**src/rtl/sipo_deserializer_param_if.sv**
```systemverilog
// Serial-capture and parallel-handshake bundle for sipo_deserializer_param.
// Parity_Error_Out is present only when SIPO_PARITY_EN is defined.
interface sipo_deserializer_param_if #(
  parameter int DATA_WIDTH = 16
);
  localparam int CNT_W = $clog2(DATA_WIDTH + 1);

  logic                  Serial_Data_In;
  logic                  Serial_Valid_In;
  logic                  Frame_Start_In;
  logic [DATA_WIDTH-1:0] Parallel_Data_Out;
  logic                  Parallel_Valid_Out;
  logic                  Parallel_Ready_In;
  logic [CNT_W-1:0]      Bit_Count_Out;
  logic                  Overflow_Out;
  logic                  Overflow_Clear_In;
`ifdef SIPO_PARITY_EN
  logic                  Parity_Error_Out;
`endif

  modport master (
    output Serial_Data_In,
    output Serial_Valid_In,
    output Frame_Start_In,
    output Parallel_Ready_In,
    output Overflow_Clear_In,
    input  Parallel_Data_Out,
    input  Parallel_Valid_Out,
    input  Bit_Count_Out,
    input  Overflow_Out
`ifdef SIPO_PARITY_EN
    , input Parity_Error_Out
`endif
  );

  modport slave (
    input  Serial_Data_In,
    input  Serial_Valid_In,
    input  Frame_Start_In,
    input  Parallel_Ready_In,
    input  Overflow_Clear_In,
    output Parallel_Data_Out,
    output Parallel_Valid_Out,
    output Bit_Count_Out,
    output Overflow_Out
`ifdef SIPO_PARITY_EN
    , output Parity_Error_Out
`endif
  );
endinterface

```
**src/rtl/sipo_deserializer_param.sv**
```systemverilog
// Parametrised serial-in/parallel-out deserializer with holding register, handshake
// and sticky overflow. Define SIPO_PARITY_EN to append an even-parity bit to each frame.
module sipo_deserializer_param #(
  parameter int DATA_WIDTH = 16,
  parameter bit MSB_FIRST  = 1'b0
) (
  input logic                      Clk_In,
  input logic                      Reset_In,
  sipo_deserializer_param_if.slave sipo
);
  localparam int CNT_W = $clog2(DATA_WIDTH + 1);
`ifdef SIPO_PARITY_EN
  localparam int FRAME_BITS = DATA_WIDTH + 1;
`else
  localparam int FRAME_BITS = DATA_WIDTH;
`endif
  localparam logic [CNT_W-1:0] LAST_CNT = CNT_W'(FRAME_BITS - 1);

  logic [DATA_WIDTH-1:0] shift_q, shift_d, shift_base, shift_next;
  logic [DATA_WIDTH-1:0] word;
  logic [DATA_WIDTH-1:0] data_q, data_d;
  logic [CNT_W-1:0]      cnt_q, cnt_d, cnt_base;
  logic                  valid_q, valid_d;
  logic                  ovf_q, ovf_d;
  logic                  capture, restart, complete;
  logic                  xfer, load, drop;
`ifdef SIPO_PARITY_EN
  logic                  word_perr;
  logic                  perr_q, perr_d;
`endif

  // A frame start restarts the word from an empty register before the new bit lands.
  always_comb begin
    capture    = sipo.Serial_Valid_In;
    restart    = capture && sipo.Frame_Start_In;
    shift_base = restart ? '0 : shift_q;
    cnt_base   = restart ? '0 : cnt_q;
    complete   = capture && (cnt_base == LAST_CNT);

    if (MSB_FIRST)
      shift_next = {shift_base[DATA_WIDTH-2:0], sipo.Serial_Data_In};
    else
      shift_next = {sipo.Serial_Data_In, shift_base[DATA_WIDTH-1:1]};

`ifdef SIPO_PARITY_EN
    // The last bit of a frame is parity: it is checked, never shifted in.
    word      = shift_base;
    word_perr = (^shift_base) ^ sipo.Serial_Data_In;
    shift_d   = capture ? (complete ? shift_base : shift_next) : shift_q;
`else
    word      = shift_next;
    shift_d   = capture ? shift_next : shift_q;
`endif

    if (!capture)
      cnt_d = cnt_q;
    else if (complete)
      cnt_d = '0;
    else
      cnt_d = cnt_base + CNT_W'(1);
  end

  // A completed word is accepted if the holding register is empty or draining this edge.
  always_comb begin
    xfer    = valid_q && sipo.Parallel_Ready_In;
    load    = complete && (!valid_q || sipo.Parallel_Ready_In);
    drop    = complete && valid_q && !sipo.Parallel_Ready_In;
    data_d  = load ? word : data_q;
    valid_d = load || (valid_q && !xfer);
    ovf_d   = drop || (ovf_q && !sipo.Overflow_Clear_In);
`ifdef SIPO_PARITY_EN
    perr_d  = load ? word_perr : perr_q;
`endif
  end

  always_ff @(posedge Clk_In) begin
    if (Reset_In) begin
      shift_q <= '0;
      cnt_q   <= '0;
      data_q  <= '0;
      valid_q <= 1'b0;
      ovf_q   <= 1'b0;
`ifdef SIPO_PARITY_EN
      perr_q  <= 1'b0;
`endif
    end else begin
      shift_q <= shift_d;
      cnt_q   <= cnt_d;
      data_q  <= data_d;
      valid_q <= valid_d;
      ovf_q   <= ovf_d;
`ifdef SIPO_PARITY_EN
      perr_q  <= perr_d;
`endif
    end
  end

  assign sipo.Parallel_Data_Out  = data_q;
  assign sipo.Parallel_Valid_Out = valid_q;
  assign sipo.Bit_Count_Out      = cnt_q;
  assign sipo.Overflow_Out       = ovf_q;
`ifdef SIPO_PARITY_EN
  assign sipo.Parity_Error_Out   = perr_q;
`endif
endmodule
```
**src/flat_wrapper.sv**
```systemverilog
// flat-port wrapper written by rule: the top's interface ports become plain ports
module sipo_deserializer_param_flat 
#(
  parameter int DATA_WIDTH = 16,
  parameter bit MSB_FIRST  = 1'b0
)
  (Clk_In, Reset_In, sipo_Serial_Data_In, sipo_Serial_Valid_In, sipo_Frame_Start_In, sipo_Parallel_Ready_In, sipo_Overflow_Clear_In, sipo_Parallel_Data_Out, sipo_Parallel_Valid_Out, sipo_Bit_Count_Out, sipo_Overflow_Out);
  sipo_deserializer_param_if #(.DATA_WIDTH(DATA_WIDTH)) sipo_i ();
  input logic Clk_In;
  input logic Reset_In;
  input wire logic [$bits(sipo_i.Serial_Data_In)-1:0] sipo_Serial_Data_In;
  input wire logic [$bits(sipo_i.Serial_Valid_In)-1:0] sipo_Serial_Valid_In;
  input wire logic [$bits(sipo_i.Frame_Start_In)-1:0] sipo_Frame_Start_In;
  input wire logic [$bits(sipo_i.Parallel_Ready_In)-1:0] sipo_Parallel_Ready_In;
  input wire logic [$bits(sipo_i.Overflow_Clear_In)-1:0] sipo_Overflow_Clear_In;
  output wire logic [$bits(sipo_i.Parallel_Data_Out)-1:0] sipo_Parallel_Data_Out;
  output wire logic [$bits(sipo_i.Parallel_Valid_Out)-1:0] sipo_Parallel_Valid_Out;
  output wire logic [$bits(sipo_i.Bit_Count_Out)-1:0] sipo_Bit_Count_Out;
  output wire logic [$bits(sipo_i.Overflow_Out)-1:0] sipo_Overflow_Out;
  assign sipo_i.Serial_Data_In = sipo_Serial_Data_In;
  assign sipo_i.Serial_Valid_In = sipo_Serial_Valid_In;
  assign sipo_i.Frame_Start_In = sipo_Frame_Start_In;
  assign sipo_i.Parallel_Ready_In = sipo_Parallel_Ready_In;
  assign sipo_i.Overflow_Clear_In = sipo_Overflow_Clear_In;
  assign sipo_Parallel_Data_Out = sipo_i.Parallel_Data_Out;
  assign sipo_Parallel_Valid_Out = sipo_i.Parallel_Valid_Out;
  assign sipo_Bit_Count_Out = sipo_i.Bit_Count_Out;
  assign sipo_Overflow_Out = sipo_i.Overflow_Out;
  sipo_deserializer_param #(.DATA_WIDTH(DATA_WIDTH), .MSB_FIRST(MSB_FIRST)) u_core (.Clk_In(Clk_In), .Reset_In(Reset_In), .sipo(sipo_i));
endmodule
```
**config.mk**
```make
export PLATFORM = sky130hd
export DESIGN_NAME = sipo_deserializer_param_flat
export DESIGN_NICKNAME = d
export VERILOG_FILES = /design/src/rtl/sipo_deserializer_param_if.sv /design/src/rtl/sipo_deserializer_param.sv /design/src/flat_wrapper.sv
export SDC_FILE = /design/constraint.sdc
export NUM_CORES = 1
export LEC_CHECK = 0
export ABC_AREA = 1
export ABC_CLOCK_PERIOD_IN_PS = 2800
export CORE_UTILIZATION = 40
export CTS_BUF_LIST = sky130_fd_sc_hd__clkbuf_4
export CTS_CLUSTER_DIAMETER = 40
export DETAILED_ROUTE_END_ITERATION = 16
export GPL_TIMING_DRIVEN = 0
export PLACE_DENSITY = 0.68
export SYNTH_ARGS = -nofsm -noshare
export SYNTH_HDL_FRONTEND = slang
export SYNTH_SLANG_ARGS = --single-unit
```
**constraint.sdc**
```tcl
create_clock -name Clk_In -period 2.8 [get_ports Clk_In]
set_input_delay 0.28 -clock Clk_In [delete_from_list [all_inputs] [get_ports Clk_In]]
set_output_delay 0.28 -clock Clk_In [all_outputs]
set_load 0.01 [all_outputs]
```
==> results.toml <==
[floorplan]
coreArea_sq_um = 3720
die-area_sq_um = 4180
start_util_pct = 42.3
die_h_microns = 64.7
rows = 22
die_width_microns = 64.7
ioPinCount = 30

[power]
power_leakage_nw = 0.812
max-vdd-ir-drop_v = 0.000240
totalPowerFinal_mw = 0.919
p_per_area_nw_per_um2 = 470

[timing]
fmax_ghz = 0.457
slew_violations = 0
finalClockSkew_ns = 0.00838
tns_ns = 0
fin_crit_sh_pct = 78.1
setup_ws_ns = 0.612
hold_viol_final = 0
min_period_ns = 2.19
tightestPinTransition_ns = 0.498
rsz0062_at_grt = "no"
slew_headroom_pct = 66.8
setup-violations-final = 0

[run_status]
outcome = "finished clean"

[drt]
firstDrtPassIters = 4
wl_per_cell_microns = 11.0
wirelength_mm = 3.30
vias = 1456
final_antenna_net_count = 0
viasPerCell = 4.84
dr.first_iter.drc_count = 45
drcViolationCount = 0

[global_route]
antenna_found_initial = 0
grt_start_max_net_pins = 11
gr-total-overflow = 0
grt_pass1_vias = 1331
grt_pass1_wl_mm = 5.73
track_usage_pct = 18.0

[synth]
yosysTopAreaCellShare_pct = 48.4
syn_area_sq_um = 1570
ys_seq_elements = 38
synth.distinct_cells = 20
seq_area_frac_synth_pct = 48.4
synthTopCellsByArea = "dfxtp_1, nand2_1, a21oi_1, nor2_1, o21ai_0"
synth_cells = 219
avgSynthCellArea_sq_um = 7.18
yosysTopAreaCell = "dfxtp_1"
syn_nets = 227
ys_warn_count = 0

[clocking]
ctsResizeCount = 0
cts_setup_buffers = 0
cts_made_buffers = 5
ctsHoldBuffers = 0
cts_max_path_buffers = 2
cts_root_buffer = "clkbuf_4"
clk-insertion-delay-late_ns = 0.34
htreeDepth = 2
clkSinkCount = 38
cts_tree = "built"
path_clk_slew_ns = 0.10

[critical_path]
arrival_ns = 2.43
path_class = "input port to flip-flop"
critPathLaunchType = "input port"
endpoint_kind = "flip-flop"
crit_buf_inv = 4
cp_cell_sequence = "clkdlybuf4s50_1 > nand2_4 > clkbuf_1 > nand2_1 > inv_1 > ha_1 > nand4_1 > nor2_4 > nand2_2 > buf_2 > a21oi_1 > nor2_1"
max_stage_delay_ns = 0.44
critPathSlowestCell = "clkdlybuf4s50_1"
cp_top_family = "buffers and inverters"
required_ns = 3.04
cp_max_fo = 10

[placement]
hpwl_mm = 2.29
io_buffers = 27
place.gp.congestion = 0.770
place_area_sq_um = 1900
dp_slack_ns = 0.228

[final_layout]
utilization_pct = 52.6
n_antenna_cell = 0
nNetsFinal = 261
fill_cells = 399
final_area_sq_um = 1950
drive_above_1_share_pct = 7.11
syn_to_final_growth_pct = 24.4

[worst_hold_path]
hold_path_class = "input port to flip-flop"

[flow_run]
drv_cap = 0
## cells in the final DEF, fill, tap and decap left out
cell type         n
dfxtp_1          38
buf_4             1
o21bai_1          1
nand3b_1          1
o21ai_0          15
nand2_1          51
buf_6             1
clkbuf_1          8
inv_4             1
nor2_1           29
clkbuf_4          7
inv_2             1
buf_2             3
inv_1            19
clkdlybuf4s50_1  27
nand4_1           2
nor2_4            1
a21oi_1          31
ha_1              1
nand3_1          12
nand2_2           2
nand2_4           1
## per-layer routing
layer / vias up / wire (microns) / global-route usage [%] / share of wire (%)
met4: 0 / 49 / 6.67 / 1.5
li1: 759 / - / - / -
met5: - / 0 / 0 / 0
met2: 24 / 1510 / 30.8 / 46
met1: 667 / 1610 / 21.0 / 49
met3: 6 / 121 / 5.28 / 3.7
## cell usage after synthesis
master,instances
nor2_4,1
o21bai_1,1
a21oi_1,31
buf_4,1
nor2_1,29
buf_2,3
nand2_1,51
buf_6,1
ha_1,1
nand4_1,2
nand3b_1,1
o21ai_0,15
inv_4,1
inv_2,1
inv_1,19
dfxtp_1,38
nand3_1,12
nand2_4,1
clkbuf_1,8
nand2_2,2
## per-stage QoR
| stage | hold WS (ns) | instances |
|---|---|---|
| final | 0.288 | 301 |
| after global routing | 0.299 | 301 |
| after CTS | 0.299 | 301 |
| after detailed placement | 0.462 | 294 |
| after global placement | 0.453 | 294 |
| after floorplan | 0.415 | 219 |
## cell families (layout without fill, tap and decap cells)
logic type	after synthesis	in the layout	synth area share (%)
and+or+nand+nor	99	99	26.4
AOI/OAI and AO/OA	47	47	15.1
buffers and inverters	34	68	9.24
DFF	38	38	48.4
adders and majority gates	1	1	0.796
## sequential cells by signal (all words and copies together) (netlist names)
register,flops
u_core.shift_q,15
u_core.sipo.Bit_Count_Out,5
u_core.sipo.Parallel_Data_Out,16
u_core.sipo.Overflow_Out,1
u_core.sipo.Parallel_Valid_Out,1
## worst reg2reg max path, cell delays in order, from the launching register on
cell and delay, ns:
dfxtp_1 0.38, inv_1 0.05, nor2_1 0.12, ha_1 0.22
nand4_1 0.16, nor2_4 0.21, nand2_2 0.08, buf_2 0.20
a21oi_1 0.14, nor2_1 0.05
## worst paths after layout
path                           startpoint                          endpoint  slack, ns  depth (start not counted)
max                   sipo_Frame_Start_In  u_core.sipo.Parallel_Data_Out[9]       0.61                         12
min                              Reset_In      u_core.sipo.Bit_Count_Out[1]       0.29                          2
max reg2reg  u_core.sipo.Bit_Count_Out[1]  u_core.sipo.Parallel_Data_Out[9]       1.08                          9
min reg2reg      u_core.sipo.Overflow_Out          u_core.sipo.Overflow_Out       0.48                          2
## power breakdown
part	total [mW]	internal (mW)	switching, mW
registers	0.565	0.555	0.00994
clock network	0.281	0.114	0.167
logic	0.0721	0.0273	0.0448
total	0.919	0.697	0.222
## final cells by class
cell class	instances	area (sq um)	area share, %
sequential	38	761	38.9
multi-input combinational	147	666	34.1
timing repair buffer	27	270	13.8
inverter	21	81.3	4.16
buffer	13	63.8	3.27
tap	48	60.1	3.07
clock buffer	7	52.6	2.69
Power figures use the tool's default switching activity.
